--- src/rtl/inst_queue_frontend_pkg.sv ---
// Shared encodings for the instruction front end: branch nibble and long-instruction predicate.
// A long instruction has a non-branch top nibble, a zero imm6[5:2] field and imm6[0] set.
package inst_queue_frontend_pkg;

    localparam logic [3:0] BRANCH_NIBBLE = 4'b0000;

    function automatic logic is_long_inst(input logic [15:0] w);
        return (w[15:12] != BRANCH_NIBBLE) && (w[5:2] == 4'b0000) && w[0];
    endfunction

endpackage

--- src/rtl/inst_queue_frontend_if.sv ---
// Prefetch chunk stream in, decoder instruction/imm16 handoff out.
// master drives the stream and decoder controls; slave is the front end.
interface inst_queue_frontend_if #(
    parameter int NSHIFT    = 2,
    parameter int WORD_BITS = 16,
    parameter int DEPTH     = 4
);
    localparam int LW = $clog2(DEPTH + 1);

    logic [NSHIFT-1:0]    in_data;
    logic                 in_valid;
    logic                 in_ready;
    logic                 flush;
    logic                 inst_valid;
    logic [WORD_BITS-1:0] inst;
    logic [WORD_BITS-1:0] imm16;
    logic                 inst_long;
    logic                 inst_done;
    logic [LW-1:0]        level;

    modport master (
        output in_data, in_valid, flush, inst_done,
        input  in_ready, inst_valid, inst, imm16, inst_long, level
    );

    modport slave (
        input  in_data, in_valid, flush, inst_done,
        output in_ready, inst_valid, inst, imm16, inst_long, level
    );
endinterface

--- src/rtl/inst_queue_frontend_chunk_assembler.sv ---
// Packs NSHIFT-bit chunks LSB-first into a word; word_vld/word_dat are combinational on the final chunk.
// No backpressure of its own: the caller only raises chunk_vld for chunks it has accepted.
module inst_queue_frontend_chunk_assembler #(
    parameter int NSHIFT    = 2,
    parameter int WORD_BITS = 16
) (
    input  logic                 clk,
    input  logic                 reset,
    input  logic                 clear,
    input  logic                 chunk_vld,
    input  logic [NSHIFT-1:0]    chunk_dat,
    output logic                 word_vld,
    output logic [WORD_BITS-1:0] word_dat
);
    localparam int NCHUNK = WORD_BITS / NSHIFT;
    localparam int CW     = (NCHUNK > 1) ? $clog2(NCHUNK) : 1;

    logic [CW-1:0]        cnt_q, cnt_d;
    logic [WORD_BITS-1:0] asm_q, asm_d;

    always_comb begin
        word_dat = asm_q;
        word_dat[NSHIFT*cnt_q +: NSHIFT] = chunk_dat;
        word_vld = chunk_vld && (cnt_q == CW'(NCHUNK - 1));
        cnt_d    = cnt_q;
        asm_d    = asm_q;
        if (clear) begin
            cnt_d = '0;
        end else if (chunk_vld) begin
            asm_d = word_dat;
            cnt_d = word_vld ? '0 : cnt_q + CW'(1);
        end
    end

    always_ff @(posedge clk or negedge reset) begin
        if (!reset) begin
            cnt_q <= '0;
            asm_q <= '0;
        end else begin
            cnt_q <= cnt_d;
            asm_q <= asm_d;
        end
    end
endmodule

--- src/rtl/inst_queue_frontend.sv ---
// Chunk assembler + DEPTH-word FIFO presenting instruction/imm16 pairs; 1 cycle word latency
// (0 with INST_QUEUE_FRONTEND_BYPASS_EN into an empty queue); in_ready drops only while full.
module inst_queue_frontend
    import inst_queue_frontend_pkg::*;
#(
    parameter int NSHIFT    = 2,
    parameter int WORD_BITS = 16,
    parameter int DEPTH     = 4
) (
    input logic                   clk,
    input logic                   reset,
    inst_queue_frontend_if.slave  bus
);
    localparam int PW = $clog2(DEPTH);
    localparam int LW = $clog2(DEPTH + 1);

    logic [WORD_BITS-1:0] mem_q [DEPTH];
    logic [WORD_BITS-1:0] mem_d [DEPTH];
    logic [PW-1:0]        wr_ptr_q, wr_ptr_d, rd_ptr_q, rd_ptr_d;
    logic [LW-1:0]        level_q, level_d, pop_n;

    logic                 chunk_acc, word_vld, push;
    logic [WORD_BITS-1:0] word_dat, head, next_w;
    logic                 head_long, fifo_vld, pop_fifo;
    logic                 byp_act, byp_long, byp_take;

    assign bus.in_ready = (level_q < LW'(DEPTH));
    assign bus.level    = level_q;
    // A flushed cycle must not advance the partial word either.
    assign chunk_acc    = bus.in_valid && bus.in_ready && !bus.flush;

    inst_queue_frontend_chunk_assembler #(
        .NSHIFT    (NSHIFT),
        .WORD_BITS (WORD_BITS)
    ) u_asm (
        .clk       (clk),
        .reset     (reset),
        .clear     (bus.flush),
        .chunk_vld (chunk_acc),
        .chunk_dat (bus.in_data),
        .word_vld  (word_vld),
        .word_dat  (word_dat)
    );

    assign head      = mem_q[rd_ptr_q];
    assign next_w    = mem_q[rd_ptr_q + PW'(1)];
    assign head_long = (level_q != '0) && is_long_inst(head[15:0]);
    assign fifo_vld  = (level_q != '0) && (!head_long || level_q >= LW'(2));
    assign pop_fifo  = bus.inst_done && fifo_vld && !bus.flush;
    assign pop_n     = pop_fifo ? (head_long ? LW'(2) : LW'(1)) : LW'(0);

`ifdef INST_QUEUE_FRONTEND_BYPASS_EN
    assign byp_act  = (level_q == '0) && word_vld;
    assign byp_long = is_long_inst(word_dat[15:0]);
    assign byp_take = byp_act && !byp_long && bus.inst_done;
`else
    assign byp_act  = 1'b0;
    assign byp_long = 1'b0;
    assign byp_take = 1'b0;
`endif

    // A bypassed word consumed by the decoder never enters the FIFO.
    assign push = word_vld && !byp_take;

    always_comb begin
        bus.inst_valid = fifo_vld;
        bus.inst       = (level_q != '0) ? head : '0;
        bus.inst_long  = head_long;
        bus.imm16      = head_long ? next_w : '0;
        if (byp_act) begin
            bus.inst_valid = !byp_long;
            bus.inst       = word_dat;
            bus.inst_long  = byp_long;
        end
    end

    always_comb begin
        mem_d    = mem_q;
        wr_ptr_d = wr_ptr_q;
        rd_ptr_d = rd_ptr_q;
        level_d  = level_q;
        if (bus.flush) begin
            wr_ptr_d = '0;
            rd_ptr_d = '0;
            level_d  = '0;
        end else begin
            if (push) begin
                mem_d[wr_ptr_q] = word_dat;
                wr_ptr_d        = wr_ptr_q + PW'(1);
            end
            rd_ptr_d = rd_ptr_q + PW'(pop_n);
            level_d  = level_q + LW'(push) - pop_n;
        end
    end

    always_ff @(posedge clk or negedge reset) begin
        if (!reset) begin
            mem_q    <= '{default: '0};
            wr_ptr_q <= '0;
            rd_ptr_q <= '0;
            level_q  <= '0;
        end else begin
            mem_q    <= mem_d;
            wr_ptr_q <= wr_ptr_d;
            rd_ptr_q <= rd_ptr_d;
            level_q  <= level_d;
        end
    end

    always_ff @(posedge clk) begin
        if (reset) begin
            assert (level_q <= LW'(DEPTH));
            assert (pop_n <= level_q);
        end
    end
endmodule

--- src/flat_wrapper.sv ---
// flat-port wrapper written by rule: the top's interface ports become plain ports
module inst_queue_frontend_flat import inst_queue_frontend_pkg::*;
#(
    parameter int NSHIFT    = 2,
    parameter int WORD_BITS = 16,
    parameter int DEPTH     = 4
)
  (clk, reset, bus_in_data, bus_in_valid, bus_flush, bus_inst_done, bus_in_ready, bus_inst_valid, bus_inst, bus_imm16, bus_inst_long, bus_level);
  inst_queue_frontend_if #(.NSHIFT(NSHIFT), .WORD_BITS(WORD_BITS), .DEPTH(DEPTH)) bus_i ();
  input logic clk;
  input logic reset;
  input wire logic [$bits(bus_i.in_data)-1:0] bus_in_data;
  input wire logic [$bits(bus_i.in_valid)-1:0] bus_in_valid;
  input wire logic [$bits(bus_i.flush)-1:0] bus_flush;
  input wire logic [$bits(bus_i.inst_done)-1:0] bus_inst_done;
  output wire logic [$bits(bus_i.in_ready)-1:0] bus_in_ready;
  output wire logic [$bits(bus_i.inst_valid)-1:0] bus_inst_valid;
  output wire logic [$bits(bus_i.inst)-1:0] bus_inst;
  output wire logic [$bits(bus_i.imm16)-1:0] bus_imm16;
  output wire logic [$bits(bus_i.inst_long)-1:0] bus_inst_long;
  output wire logic [$bits(bus_i.level)-1:0] bus_level;
  assign bus_i.in_data = bus_in_data;
  assign bus_i.in_valid = bus_in_valid;
  assign bus_i.flush = bus_flush;
  assign bus_i.inst_done = bus_inst_done;
  assign bus_in_ready = bus_i.in_ready;
  assign bus_inst_valid = bus_i.inst_valid;
  assign bus_inst = bus_i.inst;
  assign bus_imm16 = bus_i.imm16;
  assign bus_inst_long = bus_i.inst_long;
  assign bus_level = bus_i.level;
  inst_queue_frontend #(.NSHIFT(NSHIFT), .WORD_BITS(WORD_BITS), .DEPTH(DEPTH)) u_core (.clk(clk), .reset(reset), .bus(bus_i));
endmodule
--- config.mk ---
export PLATFORM = sky130hd
export DESIGN_NAME = inst_queue_frontend_flat
export DESIGN_NICKNAME = d
export VERILOG_FILES = /design/src/rtl/inst_queue_frontend_pkg.sv /design/src/rtl/inst_queue_frontend_if.sv /design/src/rtl/inst_queue_frontend_chunk_assembler.sv /design/src/rtl/inst_queue_frontend.sv /design/src/flat_wrapper.sv
export SDC_FILE = /design/constraint.sdc
export NUM_CORES = 1
export LEC_CHECK = 0
export ABC_AREA = 1
export BUFFER_PORTS_ARGS = -buffer_cell sky130_fd_sc_hd__buf_4
export CAP_MARGIN = 0
export CORE_MARGIN = 2
export CORE_UTILIZATION = 40
export CTS_BUF_LIST = sky130_fd_sc_hd__clkbuf_8 sky130_fd_sc_hd__clkbuf_16
export CTS_CLUSTER_SIZE = 16
export DETAILED_ROUTE_END_ITERATION = 12
export PLACE_DENSITY = 0.67
export REMOVE_ABC_BUFFERS = 1
export SLEW_MARGIN = 20
export SYNTH_ARGS = -nofsm -noshare
export SYNTH_HDL_FRONTEND = slang
export SYNTH_SLANG_ARGS = --single-unit
--- constraint.sdc ---
create_clock -name clk -period 3.9 [get_ports clk]
set_input_delay 0.39 -clock clk [delete_from_list [all_inputs] [get_ports clk]]
set_output_delay 0.39 -clock clk [all_outputs]
set_load 0.005 [all_outputs]
Yosys cells after proc, flatten, opt, wreduce, memory -nomap -nowiden. Index checks and enable logic that the tools add are counted. Widths: inputs -> output; s select.

Bits in registers: 90. Logic and storage cells: 70.

Add/sub/neg operators: 7. Order comparisons: 6. Equal/unequal tests: 1. Shifts and indexed selects: 2. Mux-type cells: 21. Bitwise operators: 4. Reduce and logical (&&, ||, !) cells: 20.

Operators by type and width (number): $mux 16 (7); $bmux 16 s2 (2); $bwmux 64 (1); $neg 4->34 (1); $shift 2x34->16 const A (1); $shiftx 2x34->16 (1); $demux 16 s2 (1); $bwmux 16 (1); $mux 3 (5); $logic_and 1x1->1 (10); $ge 3x3->1 const B (3); $not 2->3 (3); $mux 2 (4); $add 2x1->2 const B (2); $logic_not 4->1 (1); $reduce_and 2->1 (2); $reduce_bool 2->1 (2); $reduce_bool 4->1 (1); $add 3x1->3 (1); $add 3x1->3 const B (1); $eq 3x3->1 const B (1); $ge 3x2->1 const B (1); $lt 3x1->1 const B (1); $lt 3x3->1 const B (1); other kinds (6) (7).

Longest topological paths before layout.
Depth in word-level cells: 16. Depth in mapped cells: 19. Depth with buffers taken out: 16.

Hierarchy. A second synthesis with hierarchy kept.

Cells, all modules: 726. Area total of the unflattened synthesis: 5277.6 sq um.

By module, submodules not included: inst_queue_frontend (instances 1, cells each 523, area each 3847.4 sq um, seq. area each 1776.7 sq um); inst_queue_frontend_chunk_assembler (instances 1, cells each 203, area each 1430.1 sq um, seq. area each 475.5 sq um).

Least setup slack after synthesis. Ideal clock, no wire load.

Path kind: register -> register. Start: register u_core.rd_ptr_q[0]. End: register u_core.level_q[2] (netlist: u_core.bus.level[2]). Library setup time: 0.118 ns. Arrival: 2.329 ns. Data required time: 3.782 ns. Setup slack: 1.452 ns. Stages on the path, launching flop included: 17. Path buffers: 3. Clock period less this slack: 2.448 ns. Cell sequence: dfrtp_1 buf_6 inv_4 buf_6 nand2_1 nand3_1 nand3_1 nor2_2 nand3_2 buf_6 inv_1 nand3_1 ha_1 inv_1 fa_1 xor2_1 nor2_1.

Cells in the longest elaborated chain, start to end: 16. Elaborated cells between the ends (all ways): 18. Classes of those cells: add/sub (1); mux (6); bitwise (1); reduce/logical (10).

Ends and longest elaborated chain: from (decl) (line inst_queue_frontend.sv:19) `logic [PW-1:0] wr_ptr_q, wr_ptr_d, rd_ptr_q, rd_ptr_d;`; from (signal assigned) (line inst_queue_frontend.sv:105) `rd_ptr_q <= rd_ptr_d;`; $not 2->3 (not written as such) (*) (line inst_queue_frontend.sv:45) `assign head = mem_q[rd_ptr_q];`; $bmux 16 s2 (*) (line inst_queue_frontend.sv:45); $mux 16 (not written as such) (*) (2 in a row) (line inst_queue_frontend.sv:45); $reduce_bool 4->1 or $logic_not 4->1 (tied branches) (line inst_queue_frontend_pkg.sv:8) `return (w[15:12] != BRANCH_NIBBLE) && (w[5:2] == 4'b0000) && w[0];`; $logic_and 1x1->1 (line inst_queue_frontend_pkg.sv:8); $logic_and 1x1->1 (*) (line inst_queue_frontend_pkg.sv:8); $logic_and 1x1->1 (*) (line inst_queue_frontend.sv:47) `assign head_long = (level_q != '0) && is_long_inst(head[15:0]);`; via bus_inst_long (line flat_wrapper.sv:20) `output wire logic [$bits(bus_i.inst_long)-1:0] bus_inst_long;`; $logic_not 1->1 (line inst_queue_frontend.sv:48) `assign fifo_vld = (level_q != '0) && (!head_long || level_q >= LW'(2));`; $logic_or 1x1->1 (line inst_queue_frontend.sv:48); $logic_and 1x1->1 (line inst_queue_frontend.sv:48); $logic_and 1x1->1 (2 in a row) (line inst_queue_frontend.sv:49) `assign pop_fifo = bus.inst_done && fifo_vld && !bus.flush;`; $mux 3 (*) (line inst_queue_frontend.sv:50) `assign pop_n = pop_fifo ? (head_long ? LW'(2) : LW'(1)) : LW'(0);`; $sub 3x3->3 (*) (line inst_queue_frontend.sv:92) `level_d = level_q + LW'(push) - pop_n;`; $mux 3 (*) (line inst_queue_frontend.sv:82) `if (bus.flush) begin`; via u_core.level_d[2] (line inst_queue_frontend.sv:20) `logic [LW-1:0] level_q, level_d, pop_n;`; to (signal assigned) (line inst_queue_frontend.sv:106) `level_q <= level_d;`; to (decl) (line inst_queue_frontend.sv:20).

The timed path passes the listed nets; every way through them passes the cells marked *. The select of a mux whose other input is x is not followed. A chain may end at the register's enable or synchronous reset.

Final worst setup path.
Start: register u_core.rd_ptr_q[1]. End: output port bus_imm16[3].

Cells in the longest elaborated chain, start to end: 9. Elaborated cells between the ends (all ways): 15. Classes of those cells: add/sub (1); mux (7); bitwise (2); reduce/logical (5).

Ends and longest elaborated chain: $not 2->3 (not written as such) (line inst_queue_frontend.sv:45); $bmux 16 s2 (line inst_queue_frontend.sv:45); $mux 16 (not written as such) (2 in a row) (line inst_queue_frontend.sv:45); $reduce_bool 4->1 or $logic_not 4->1 (tied branches) (line inst_queue_frontend_pkg.sv:8); $logic_and 1x1->1 (2 in a row) (line inst_queue_frontend_pkg.sv:8); $logic_and 1x1->1 (line inst_queue_frontend.sv:47); $mux 16 (*) (line inst_queue_frontend.sv:69) `bus.imm16 = head_long ? next_w : '0;`; to (decl) (line flat_wrapper.sv:19) `output wire logic [$bits(bus_i.imm16)-1:0] bus_imm16;`.

Every way passes the cells marked *; elsewhere a longest branch is shown, timed or not. The select of a mux whose other input is x is not followed.

==> impl_metrics.toml <==
[worst_setup_path]
worstPathArrival_ns = 2.69
rr_startpoint = "u_core.rd_ptr_q[1]"
setup.worst_path.class = "register to output port"
r2r_setup_slack_ns = 0.93
start_kind = "register"
rr_endpoint = "u_core.bus.level[2]"
crit_path_max_fanout = 22
end_kind = "output port"
required_ns = 3.51
r2r_cells = 15

[placement]
placed_cell_area_mm2 = 0.00548
dp.cells = 845
hpwl_um = 8850
port_buffers = 44
gp_congestion = 0.880
pre_cts_ws_ns = 0.981

[sta]
fmax_mhz = 325
timing.setup.tns_ns = 0
finalSetupViolations = 0
hold_viol_final = 0
min_period_ns = 3.08
timing.final.crit_share_pct = 78.9
worst_pin_slew_ns = 1.01
grt_setup_unrepaired = "false"
finalMaxSlewViolations = 0
maxSlewHeadroom_pct = 32.8
fin_skew_ns = 0.00572
setup_ws_ns = 0.821

[final_layout]
antenna_cells = 0
register_area_mm2 = 0.00225
utilization_pct = 46.2
drive_gt1_share_pct = 11.6
fillers = 1236
mostFrequentLayoutCell = "nand2_1"
final_cell_mix = "225 x nand2_1, 100 x o21ai_0, 90 x dfrtp_1, 55 x inv_1, 51 x buf_4"
stdcell_count = 861
final_nets = 705
area_growth_pct = 13.7
finalInstanceArea_mm2 = 0.00576
multi_input_area_mm2 = 0.00242

[global_route]
first_global_vias = 4297
grt-ovfl-total = 0
grt_pass1_wl_um = 21900
grt_usage_pct = 21.2
grt_max_degree = 63
grt_antenna_before_repair = 0

[outcome]
status = "complete, no violations"

[clock_network]
h-tree-depth = 3
path_clk_slew_ns = 0.06
cts_tree = "done"
clock_path_buffers = 2
cts_buffers = 9
root_buffer = "clkbuf_16"
numClockSinks = 90
clk-insertion-delay-late_ns = 0.35
post_cts_buffers = 0
cts_resized = 0
hold_buffers = 0

[routing]
drcViolationCount = 0
drt_iter0_markers = 347
finalWirelength_um = 13500
ant_nets = 0
wire_per_inst_um = 15.7
drt_first_pass_iters = 5
vias = 4513
avgViaCountPerCell = 5.24

[logic_synthesis]
synth_area_leader_cell = "dfrtp_1"
synthTopCellsByArea = "dfrtp_1 44%, nand2_1 17%, o21ai_0 9.9%"
postSynthCellCount = 655
synth_cell_types = 35
seq_area_frac_synth_pct = 44.5
yosysTopAreaCellShare_pct = 44.5
avgSynthCellArea_um2 = 7.73
syn_area_mm2 = 0.00506
yosys_warnings = 0
synth-seq-cells = 90

[floorplanning]
coreArea_mm2 = 0.0125
std_cell_rows = 41
die_w_um = 117
io_pins = 45
die_h_um = 117
start_util_pct = 40.6
dieArea_mm2 = 0.0136

[job]
maxCapViolations = 0

[hold_path]
hold_class = "input port to asynchronous set/reset pin"

[power_and_ir_drop]
powerDensity_mw_per_mm2 = 356
power_leakage_uw = 0.00261
ir_drop_uv = 270
==> worst max-delay path by stage <==
stage / start / to / slack [ns] / cells past startpoint
global placement: u_core.rd_ptr_q[1] / u_core.bus.level[2] / 1.07 / 15
global route: u_core.rd_ptr_q[1] / bus_imm16[3] / 0.61 / 10
floorplan: u_core.rd_ptr_q[0] / u_core.bus.level[2] / 0.47 / 14
finish: u_core.rd_ptr_q[1] / bus_imm16[3] / 0.82 / 9
CTS: u_core.rd_ptr_q[1] / bus_imm16[0] / 0.83 / 9
detailed placement: u_core.rd_ptr_q[1] / u_core.bus.level[2] / 0.98 / 15
==> flip-flops by register name, indices dropped and copies added, names as in the netlist <==
signal              count
u_core.rd_ptr_q         2
u_core.u_asm.asm_q     16
u_core.bus.level        3
u_core.mem_q           64
u_core.u_asm.cnt_q      3
u_core.wr_ptr_q         2
==> cell usage after synthesis (all sizes together) <==
library cell / instances
clkinv: 1
fa: 1
o32ai: 1
ha: 13
buf: 17
nor3: 4
clkbuf: 16
xor2: 1
nor2: 42
xnor2: 1
a22oi: 1
a31oi: 14
a21oi: 21
nand3: 26
inv: 54
a211oi: 1
o22ai: 7
mux2i: 3
o21ai: 100
nand2: 225
nand4: 9
a22o: 7
dfrtp: 90
==> metrics by stage <==
step,total power [uW],hold WS (ns)
after CTS,2060,0.171
after global routing,2130,0.217
after detailed placement,1220,0.470
after global placement,1220,0.463
after floorplan,1130,0.0944
final,2050,0.139
==> worst max-delay path, cell delays in order (launching register included) <==
cell	delay, ns
dfrtp_1	0.37
inv_1	0.60
nand3_1	0.15
nand2_1	0.12
nand2_1	0.07
nor2_2	0.12
nand3_2	0.14
buf_4	0.29
a31oi_1	0.29
buf_4	0.17
==> layout make-up <==
| type | count | area share (%) |
|---|---|---|
| clock buffers | 9 | 3.91 |
| clock inverters | 7 | 0.957 |
| inverters | 55 | 3.63 |
| multi-input cells | 477 | 42.0 |
| flip-flops and latches | 90 | 39.1 |
| well taps | 172 | 3.74 |
| repair buffers | 51 | 6.65 |
==> routing by layer <==
layer	share of wire [%]	vias up	GRT usage, %
met5	0	-	0
met1	44	2181	27.7
met2	48	119	34.9
met4	1.5	0	6.27
li1	-	2197	-
met3	5.7	16	5.50
==> cells by family after synthesis <==
group	synth area share [%]
compound gates	19.0
xor+xnor	0.346
flops	44.5
mux	0.593
simple gates	24.2
fa+ha+maj	3.61
buf+inv	7.78
==> report_power, final <==
part,total (uW),switching (uW),internal [uW]
sequential,1010,26.0,979
clock,838,353,485
combinational,204,153,50.3
No activity file was read; power rests on OpenSTA's default activity.
